<file path="src/rtl/cpu_types_pkg.sv">
// Shared types for the memory-side blocks of the core.
//   ramstate_t  : handshake status reported by the RAM controller
//   arb_state_t : grant state of the icache/dcache memory arbiter
package cpu_types_pkg;

    typedef enum logic [1:0] {
        FREE   = 2'd0,
        BUSY   = 2'd1,
        ACCESS = 2'd2,
        ERROR  = 2'd3
    } ramstate_t;

    typedef enum logic [1:0] {
        IDLE   = 2'd0,
        DGRANT = 2'd1,
        IGRANT = 2'd2
    } arb_state_t;

endpackage

</file>
<file path="src/rtl/mem_arbiter_starve_counter.sv">
// Saturating starvation counter for the icache.
//   CLK, nRST : clock, asynchronous active-low reset
//   en        : icache is waiting this cycle (count up)
//   clr       : icache access completed this cycle (restart from 0)
//   sat       : count has reached LIMIT; the icache must win the next grant
// The force flag is simply the saturated condition: it stays asserted until
// the icache completes, because only a completion clears the count.
module starve_counter #(
    parameter int LIMIT = 8,
    parameter int W     = 4
) (
    input  logic CLK,
    input  logic nRST,
    input  logic en,
    input  logic clr,
    output logic sat
);

    localparam logic [W-1:0] LIMIT_V = W'(LIMIT);

    logic [W-1:0] count_reg;

    always_ff @(posedge CLK or negedge nRST) begin
        if (!nRST) begin
            count_reg <= '0;
        end else if (clr) begin
            count_reg <= '0;
        end else if (en && (count_reg != LIMIT_V)) begin
            count_reg <= count_reg + W'(1);
        end
    end

    assign sat = (count_reg == LIMIT_V);

endmodule

</file>
<file path="src/rtl/mem_arbiter.sv">
// Arbiter sharing one single-ported RAM between the icache and the dcache.
//   CLK, nRST              : clock, asynchronous active-low reset
//   iREN, iaddr            : icache read request and word address
//   iload, iwait           : icache read data / stall (0 only when completing)
//   dREN, dWEN, daddr      : dcache request; daddr[2] selects the block word
//   dstore                 : dcache write data
//   dload, dwait           : dcache read data / stall (0 only when completing)
//   ramREN, ramWEN         : RAM strobes, decoded from the grant state
//   ramaddr, ramstore      : RAM address / write data
//   ramload, ramstate      : RAM read data / handshake status
//   ram_err                : sticky, set by any ERROR cycle while granted
// The dcache has priority and keeps the RAM across both words of a block;
// a starvation counter forces an icache grant at the next IDLE.
module mem_arbiter
    import cpu_types_pkg::*;
#(
    parameter int STARVE_LIMIT = 8,
    parameter int CNT_W        = 4
) (
    input  logic        CLK,
    input  logic        nRST,
    input  logic        iREN,
    input  logic [31:0] iaddr,
    output logic [31:0] iload,
    output logic        iwait,
    input  logic        dREN,
    input  logic        dWEN,
    input  logic [31:0] daddr,
    input  logic [31:0] dstore,
    output logic [31:0] dload,
    output logic        dwait,
    output logic        ramREN,
    output logic        ramWEN,
    output logic [31:0] ramaddr,
    output logic [31:0] ramstore,
    input  logic [31:0] ramload,
    input  logic [1:0]  ramstate,
    output logic        ram_err
);

    arb_state_t state_reg, state_next;
    logic       lock_reg, lock_next;
    logic       ram_err_reg, ram_err_next;
    ramstate_t  ram_st;
    logic       d_req;
    logic       i_done;
    logic       force_i;

    assign ram_st = ramstate_t'(ramstate);
    assign d_req  = dREN | dWEN;
    assign i_done = (state_reg == IGRANT) && (ram_st == ACCESS);

    starve_counter #(
        .LIMIT (STARVE_LIMIT),
        .W     (CNT_W)
    ) u_starve (
        .CLK  (CLK),
        .nRST (nRST),
        .en   (iREN && (state_reg != IGRANT)),
        .clr  (i_done),
        .sat  (force_i)
    );

    // ERROR only counts while a requester owns the RAM.
    assign ram_err_next = ram_err_reg | ((state_reg != IDLE) && (ram_st == ERROR));
    assign ram_err      = ram_err_reg;

    always_ff @(posedge CLK or negedge nRST) begin
        if (!nRST) begin
            state_reg   <= IDLE;
            lock_reg    <= 1'b0;
            ram_err_reg <= 1'b0;
        end else begin
            state_reg   <= state_next;
            lock_reg    <= lock_next;
            ram_err_reg <= ram_err_next;
        end
    end

    always_comb begin
        state_next = state_reg;
        lock_next  = lock_reg;
        ramREN     = 1'b0;
        ramWEN     = 1'b0;
        ramaddr    = '0;
        ramstore   = '0;
        iload      = '0;
        dload      = '0;
        iwait      = 1'b1;
        dwait      = 1'b1;

        unique case (state_reg)
            IDLE: begin
                if (force_i && iREN) begin
                    state_next = IGRANT;
                end else if (d_req) begin
                    state_next = DGRANT;
                end else if (iREN) begin
                    state_next = IGRANT;
                end
            end

            DGRANT: begin
                ramaddr = daddr;
                if (dWEN) begin
                    ramWEN   = 1'b1;
                    ramstore = dstore;
                end else begin
                    ramREN = 1'b1;
                end
                if (ram_st == ACCESS) begin
                    dwait = 1'b0;
                    if (!dWEN) begin
                        dload = ramload;
                    end
                end
                if (!d_req) begin
                    // Dcache walked away: release the RAM and any lock.
                    lock_next  = 1'b0;
                    state_next = IDLE;
                end else if (ram_st == ACCESS) begin
                    // First block word locks the RAM, second word releases it.
                    lock_next  = ~daddr[2];
                    state_next = (~daddr[2] && d_req) ? DGRANT : IDLE;
                end
            end

            IGRANT: begin
                ramREN  = 1'b1;
                ramaddr = iaddr;
                if (ram_st == ACCESS) begin
                    iwait      = 1'b0;
                    iload      = ramload;
                    state_next = IDLE;
                end else if (!iREN) begin
                    state_next = IDLE;
                end
            end

            default: begin
                state_next = IDLE;
            end
        endcase
    end

endmodule

</file>
<file path="config.mk">
export PLATFORM = sky130hd
export DESIGN_NAME = mem_arbiter
export DESIGN_NICKNAME = d
export VERILOG_FILES = /design/src/rtl/cpu_types_pkg.sv /design/src/rtl/mem_arbiter_starve_counter.sv /design/src/rtl/mem_arbiter.sv
export SDC_FILE = /design/constraint.sdc
export NUM_CORES = 1
export LEC_CHECK = 0
export ABC_CLOCK_PERIOD_IN_PS = 2400
export CORE_AREA = 4 4 102 104
export DETAILED_ROUTE_END_ITERATION = 8
export DIE_AREA = 0 0 106 108
export PLACE_DENSITY = 0.67
export SETUP_SLACK_MARGIN = 0.3
export SYNTH_ARGS = -nofsm -noshare
export SYNTH_HDL_FRONTEND = slang
export SYNTH_HIERARCHICAL = 1
export SYNTH_SLANG_ARGS = --single-unit
</file>
<file path="constraint.sdc">
create_clock -name CLK -period 2.4 [get_ports CLK]
set_input_delay 0.6 -clock CLK [delete_from_list [all_inputs] [get_ports CLK]]
set_output_delay 0.6 -clock CLK [all_outputs]
set_load 0.01 [all_outputs]
</file>
After elaboration in Yosys (flattened, before gate mapping). Cells that the tools add are included.

Bitwise operators: 3. Add/sub/neg operators: 1. Reduce and logical (&&, ||, !) cells: 10. Equality and inequality tests: 10. Muxes and demuxes: 26.

Operator list (number): 2-to-1 mux 32 bit (7); one-hot mux 32 bit (2 select lines) (1); 2-to-1 mux 2 bit (7); 2-to-1 mux 4 bit (2); != test 4 bit (second input constant) (2); 2-to-1 mux 1 bit (7); equality test 2 bit (second input constant) (3); logical AND 1 bit (6); one-hot mux 2 bit (3 select lines) (1); adder 4 x 1 -> 4 bit (second input constant) (1); equality test 4 bit (second input constant) (1); nonzero test 2 bit (2); != test 3 x 2 -> 1 bit (second input constant) (1); != test 3 bit (second input constant) (1); AND reduction 3 bit (1); equality test 2 x 1 -> 1 bit (second input constant) (1); zero test 2 bit (1); != test 2 bit (second input constant) (1); OR 1 bit (2); one-hot mux 1 bit (2 select lines) (1); NOT 1 bit (1).

Register bits: 7. Output and inout bits: 133. Logic and storage cells: 53. Input bits: 135.

Longest topological paths before layout. Gate-level depths: netlist (run 1).

Word-level depth: 6. Gate-level depth with buffers: 8. Gate-level depth less buffers: 8.

Cells and area by module. The synthesis (run 1) kept the hierarchy.

By module, submodules not included: mem_arbiter (times used 1, sequential area each 75.1 sq um, cells an instance 224, area each 1472.7 sq um); starve_counter (times used 1, sequential area each 100.1 sq um, cells an instance 24, area each 232.7 sq um).

Worst setup path before layout (run 1). OpenSTA, ideal clock, no wires.

Kind: register to output. Start: reg state_reg[0]. End: out ramaddr[13]. Path slack: 382 ps. Arrival: 1418 ps. Buffers on the path: 2. Stages on the path, launching flop included: 7. Required time: 1800 ps. Cells stage by stage: dfrtp_1 > inv_1 > ha_1 > clkbuf_1 > buf_2 > a22oi_1 > nor2b_1.

Longest elaborated chain between the ends: 2. Elaborated cells between the ends (all ways): 3. Those cells by class: eq/ne: 2; mux: 1.

RTL lines: start, declared (line mem_arbiter.sv:41) `arb_state_t state_reg, state_next;`; start signal, assigned (line mem_arbiter.sv:74) `state_reg <= state_next;`; equality test 2 bit / equality test 2 x 1 -> 1 bit (equally long branches) (line mem_arbiter.sv:92) `unique case (state_reg)`; one-hot mux 32 bit (2 select lines) * (line mem_arbiter.sv:92); end, declared (line mem_arbiter.sv:34) `output logic [31:0] ramaddr,`.

Every way passes the cells marked *; elsewhere a longest branch is shown, timed or not.

Worst setup path in the final report (run 1).
Start: reg state_reg[0]. End: out dload[8].

Longest elaborated chain between the ends: 2.

RTL lines: equality test 2 x 1 -> 1 bit (line mem_arbiter.sv:92); 2-to-1 mux 32 bit (line mem_arbiter.sv:92); end, declared (line mem_arbiter.sv:30) `output logic [31:0] dload,`.

Every way passes these cells.

==> results of run 1 <==
==> metrics by stage <==
stage	hold slack (ns)	worst slack [ns]	TNS (ns)	total power [uW]	cells
after floorplan	0.3044	0.3824	0	1454	248
after global placement	0.4657	-0.4180	-36.45	2841	633
after detailed placement	0.4617	-0.4096	-36.38	2877	633
after CTS	0.4800	-0.04263	-0.2120	3541	666
after global routing	0.5149	-0.08206	-1.264	4219	684
final	0.4797	-0.03304	-0.1245	3993	684
==> cells by family after synthesis <==
| group | Yosys count |
|---|---|
| AOI/OAI and AO/OA | 39 |
| buffers and inverters | 34 |
| adders and majority gates | 7 |
| muxes | 4 |
| DFF | 7 |
| and+or+nand+nor | 156 |
| xor gates and xnor gates | 1 |
==> cells in the mapped netlist <==
cell	n
nand2_1	7
nor2_1	8
nor2b_4	1
a22oi_1	32
ha_1	7
nor4b_1	1
xor2_1	1
mux2i_1	3
a221oi_2	1
o21a_1	2
nand2b_1	2
and3_1	93
buf_2	5
and2b_1	1
a21oi_1	2
dfrtp_1	7
clkbuf_1	22
nor2_4	1
or3b_1	1
clkbuf_2	1
buf_1	2
o21ai_0	1
o21bai_1	1
mux2_4	1
nand4_1	1
and3_2	3
nor2b_1	34
and2_1	3
inv_1	4
==> what timing repair did <==
item,in CTS,in global routing
endpoints found under the setup margin,134,119
pin swaps,4,8
resized for setup,518,129
setup buffers,19,11
hold endpoints to repair,0,0
cloned,10,7
==> layout make-up <==
type                       count  area share [%]
clock buffer                   4          0.7789
inverter                       4          0.3029
multi-input combinational    207           32.60
sequential                     7           3.029
tap                          133           2.878
timing repair buffer         329           60.41
==> routing by layer <==
| layer | track usage (%) | wire length [um] |
|---|---|---|
| met1 | 22.56 | 5346 |
| met2 | 38.62 | 7498 |
| met3 | 3.881 | 751 |
| met4 | 3.885 | 341 |
| met5 | 0 | 0 |
==> worst register-to-register path, delay by kind of cell (launching register included) <==
| family | cells | cell delay (ns) |
|---|---|---|
| simple gates | 3 | 0.67 |
| flops | 1 | 0.40 |
| fa+ha+maj | 1 | 0.18 |
| buf+inv | 3 | 0.49 |
| compound gates | 1 | 0.12 |
==> worst max-delay path by stage <==
stage	slack, ns	cells past startpoint	endpoint
after CTS	-0.04	9	dload[5]
final	-0.03	9	dload[8]
after floorplan	0.38	6	ramaddr[13]
after global placement	-0.42	5	dload[20]
after detailed placement	-0.41	5	iload[20]
after global routing	-0.08	9	dload[5]
==> where the power goes <==
| group | internal (uW) | switching (uW) |
|---|---|---|
| combinational | 2030 | 1570 |
| sequential | 169 | 53.3 |
| clock | 115 | 54.6 |
| total | 2310 | 1680 |
==> run metrics, run 1 <==
FMAX=411.0 MHz; CTS Sinks=7; Total GRT Usage=19.88%; fin. max-slew vios=0; crit path from=state_reg[0]; cell taking the most area after synthesis=and3_1; #FFs+latches synth=7; post-route ant nets=0; Worst Hold End=ram_err; cell area after synthesis=roughly 1700 sq um; Clk Latency, worst-skew pair=0.23 ns; Avg Inst Size Synth=6.877 sq um; Synth top area share=about a third; Req. time, crit path=1.80 ns; Final Skew=between 0.003 and 0.004 ns; Critical Path Fanout Max=6; Tcrit/Tclk final=101.4%; clk slew on worst S/H paths=approximately 0.040 ns; failing checks=negative setup slack; pwr/cell area=690.5 nW/um^2; worst hold path depth=1; largest net degree at the start of global routing=35; Worst EP arrival=between 1.5 and 2 ns; Die H=108 um; diode count=0; CP Class=reg2out; worst min path class=reg2reg; yosys warns=6; Max VDD drop=0.3827 mV; 1st-iter DRT viols=137; outcome=finished with violations; wirelength, routed=13.94 mm; max-cap violation count=0; depth of the CTS H-tree=1; r2r worst-path depth=8; Largest delay share family, worst path=buffers and inverters; final HPWL from detailed placement=~8.9 mm; RSZ-0062 raised after global routing=yes; input/output buffers=267; Clk Tree Root Cell=clkbuf_8; area occupied by multi-input gates=1886 sq um; flop2flop setup slack=0.48 ns; CP cell instances=buf_6 -> ha_4 -> and2b_4 -> buf_6 -> buf_6 -> buf_12 -> buf_8 -> and3_4 -> buf_6; Critical Path Slowest Stage Cell=dfrtp_1; fraction of the mapped netlist area in simple logic gates=a little under three fifths; Rel. slew slack=76.33%; Finished Core Util=60.56%; fin worst setup slack=-0.03304 ns; Placed Area=4614 sq um; Cells after Synth=248; RR Endpoint=u_starve/count_reg[2]; initial antenna violation count=0; worst path bufs/invs=6; syn_nets=390; Pleak=0.002615 uW; first-pass GRT wire length=roughly 18 mm; Vias=3223; CP Capture Type=output pin; startpoint types=flip-flop; share of cells above drive strength 1=a little over 50%; RePlAce Congestion=between 0.7 and 0.8; Finished Cell Area=5783 sq um; Core ar.=9549 sq um; worst hold start=ram_err; DRC=0; post-synth cell types=29; post-synthesis xor/xnor area fraction=0.5136%; Filler cells=about 800; DR WL/cell=20.38 um; CTS max path bufs=2; Tmin final=2.433 ns; most frequent cells in the layout=clkdlybuf4s50_1, buf_6, and3_4; Synth Area in Adders=5.136%; Crit path largest cell delay=a little over 0.4 ns; Worst-Margin Slew=about 0.35 ns; Final Hold Vio Count=0; TritonCTS Buffers=3; largest cells by area after synthesis=and3_1, a22oi_1, nor2b_1, dfrtp_1, ha_1; # IOs=268; mux contribution to synthesized area=2.641%; drt pass-1 iters=4; vias per cell=approximately 4.7; FF-to-FF Start=state_reg[1]; die area=11450 sq um; hold buffer count at CTS=0; Die X=106 um; Final #Nets=694; setup violators final=4; grt ovf=0; clock tree from TritonCTS=yes; P&R area growth vs syn=239.1%; number of global-route vias before repair=3107; register area=175.2 sq um; largest family of logic cells by synthesized area=simple AND/OR/NAND/NOR gates; num rows=36; Initial Util=17.86%; CP dominant cell by count=buf_6; compound-gate portion of the synthesized area=17.17%; sequential area share after synthesis=10.27%; number of flip-flops in the largest register=4; most common cell after layout, fill and taps aside=clkdlybuf4s50_1
Note: power is estimated with default switching activity, not from simulation.
==> inputs of run 2 (changes only) <==
Settings changed: REMOVE_ABC_BUFFERS set to 1.
==> run metrics, run 2 (synthesized netlist as in run 1, its figures left out) <==
outcome=complete, no violations; diode count=0 (unchanged); most frequent cells in the layout=clkdlybuf4s50_1, buf_6, and3_1; worst min path class=reg2reg; share of cells above drive strength 1=51.38% (+0.92 points); internal power=2681 uW (+16%); FF-to-FF Start=state_reg[1]; Die X=106 um (unchanged); first-pass GRT wire length=19.66 mm (+8.7%); 1st-iter DRT viols=182 (+33%); fin worst setup slack=0.1314 ns (+0.1644 ns); worst hold start=ram_err; vias per cell=4.786 (+1.6%); Worst EP arrival=1.67 ns (-0.16 ns); most common cell after layout, fill and taps aside=clkdlybuf4s50_1; drt pass-1 iters=4 (unchanged); Core ar.=9549 sq um (unchanged); Filler cells=805 (-0.74%); Final #Nets=688 (-0.86%); setup violators final=0 (-4); input/output buffers=267 (unchanged); combinational fraction of design power=91.3% (+1.1 points); Vias=3245 (+0.68%); TritonCTS Buffers=3 (unchanged); max-cap violation count=0 (unchanged); Die H=108 um (unchanged); clk slew on worst S/H paths=0.04 ns (about the same); # IOs=268 (unchanged); final HPWL from detailed placement=9.187 mm (+2.7%); number of global-route vias before repair=3137 (+0.97%); CTS max path bufs=2 (unchanged); CP Capture Type=output pin; Tmin final=2.269 ns (-0.1644 ns); largest net degree at the start of global routing=34 (-2.9%); Worst-Margin Slew=0.3463 ns (-0.007662 ns); Initial Util=17.86% (unchanged); Critical Path Fanout Max=8 (+2); Clk Latency, worst-skew pair=0.23 ns (about the same); placed instance count=636 (+0.47%); CTS Sinks=7 (unchanged); flop2flop setup slack=0.37 ns (-0.11 ns); DRC=0 (unchanged); P&R area growth vs syn=243.4%; wirelength, routed=14.49 mm (+3.9%); grt ovf=0 (unchanged); post-route ant nets=0 (unchanged); FMAX=440.8 MHz (+7.2%); RSZ-0062 raised after global routing=yes; r2r worst-path depth=9 (+1); Rel. slew slack=76.84% (+0.51 points); Final Skew=0.004494 ns (+0.001083 ns); Pleak=0.002727 uW (+4.3%); pre-CTS setup slack=-0.4525 ns (-0.04297 ns); Sequential Power Share=4.9% (-0.7 points); Req. time, crit path=1.80 ns (about the same); Sw Share=40.24% (-1.9 points); DR WL/cell=21.37 um (+4.9%); RR Endpoint=u_starve/count_reg[2]; num rows=36 (unchanged); hold buffer count at CTS=0 (unchanged); initial antenna violation count=0 (unchanged); Final Hold Vio Count=0 (unchanged); depth of the CTS H-tree=1 (unchanged); Clk Tree Root Cell=clkbuf_8; die area=11450 sq um (unchanged); startpoint types=flip-flop; RePlAce Congestion=0.8273 (+5.1%); Clk pwr share=3.8% (-0.5 points); clock tree from TritonCTS=yes; fin. max-slew vios=0 (unchanged); Max VDD drop=0.4691 mV (+23%); P_sw=1806 uW (+7.3%); CP Class=reg2out; pwr/cell area=766.1 nW/um^2 (+11%); Total GRT Usage=21.64% (+1.8 points); Worst Hold End=ram_err; Tcrit/Tclk final=94.53% (-6.8 points); number of flip-flops in the largest register=4 (unchanged); non-filler cells, final=678 (-0.88%); worst hold path depth=1 (unchanged); hold_ws=0.4724 ns (-0.007261 ns)
-- run 2: cell types whose count changed in the layout (fill, tap and decap cells not counted), moves of 4 or more --
cell / change
clkdlybuf4s50_1: -14
buf_16: +5
buf_2: -4
a22oi_2: -15
a22oi_1: +15
clkbuf_2: +8
nor2b_1: -20
buf_12: +7
and3_1: +6
nor2b_4: +18
buf_4: -5
clkdlybuf4s15_1: +5
and3_4: -6
-- run 2: cell type report --
cell class | instances | area (sq um) | area share [%]
Timing Repair Buffer | 323 | 3555 | 60.69
Multi-Input combinational cell | 207 | 1901 | 32.45
Sequential cell | 7 | 175.2 | 2.991
Tap cell | 133 | 166.4 | 2.841
Clock buffer | 4 | 45.04 | 0.7691
Inverter | 4 | 15.01 | 0.2564
-- run 2: worst max-delay path by stage --
| stage | start | to | slack (ns) | cells past startpoint |
|---|---|---|---|---|
| 3_3_place_gp | ramstate[1] | iload[9] | -0.46 | 5 |
| 6_report | state_reg[1] | dload[3] | 0.13 | 7 |
| 4_1_cts | state_reg[1] | ramaddr[26] | 0.18 | 7 |
| 5_1_grt | state_reg[1] | dload[23] | 0.06 | 7 |
| 2_1_floorplan | state_reg[0] | ramaddr[0] | -0.12 | 4 |
| 3_5_place_dp | ramstate[1] | iload[9] | -0.45 | 5 |
-- run 2: power groups by stage --
stage | Combinational, uW | Sequential (uW) | Clock, uW
3_3_place_gp | 2730 | 211 | 0
2_1_floorplan | 1170 | 206 | 0
3_5_place_dp | 2770 | 213 | 0
6_report | 4100 | 218 | 170
5_1_grt | 4330 | 228 | 183
4_1_cts | 3360 | 217 | 176
-- run 2: what timing repair did --
| action | 4_1_cts | 5_1_grt |
|---|---|---|
| buffers inserted | 16 | 2 |
| gates cloned | 16 | 4 |
| resized for setup | 563 | 143 |
| setup endpoints to repair | 134 | 129 |
| pin swaps | 6 | 8 |
-- run 2: routing by layer --
metal	track usage, %	wire length [um]
met1	27.97	5775
met2	38.21	7475
met3	4.358	939
met4	3.053	297
met5	0	0
-- run 2: critical path, cell delays in order, from the launching register on --
cell,delay [ns]
dfrtp_1,0.39
inv_2,0.08
buf_6,0.10
ha_4,0.14
and2b_4,0.25
clkbuf_16,0.19
and3_4,0.18
buf_6,0.10
-- run 2: stage by stage --
stage	setup TNS, ns	util (%)	cell area [sq um]	power, uW
floorplan	-4.023	-	1585	1372
global placement	-37.49	48.95	4674	2943
detailed placement	-37.42	48.95	4674	2981
CTS	0	53.84	5141	3751
global route	0	61.33	5857	4736
finish	0	61.33	5857	4487
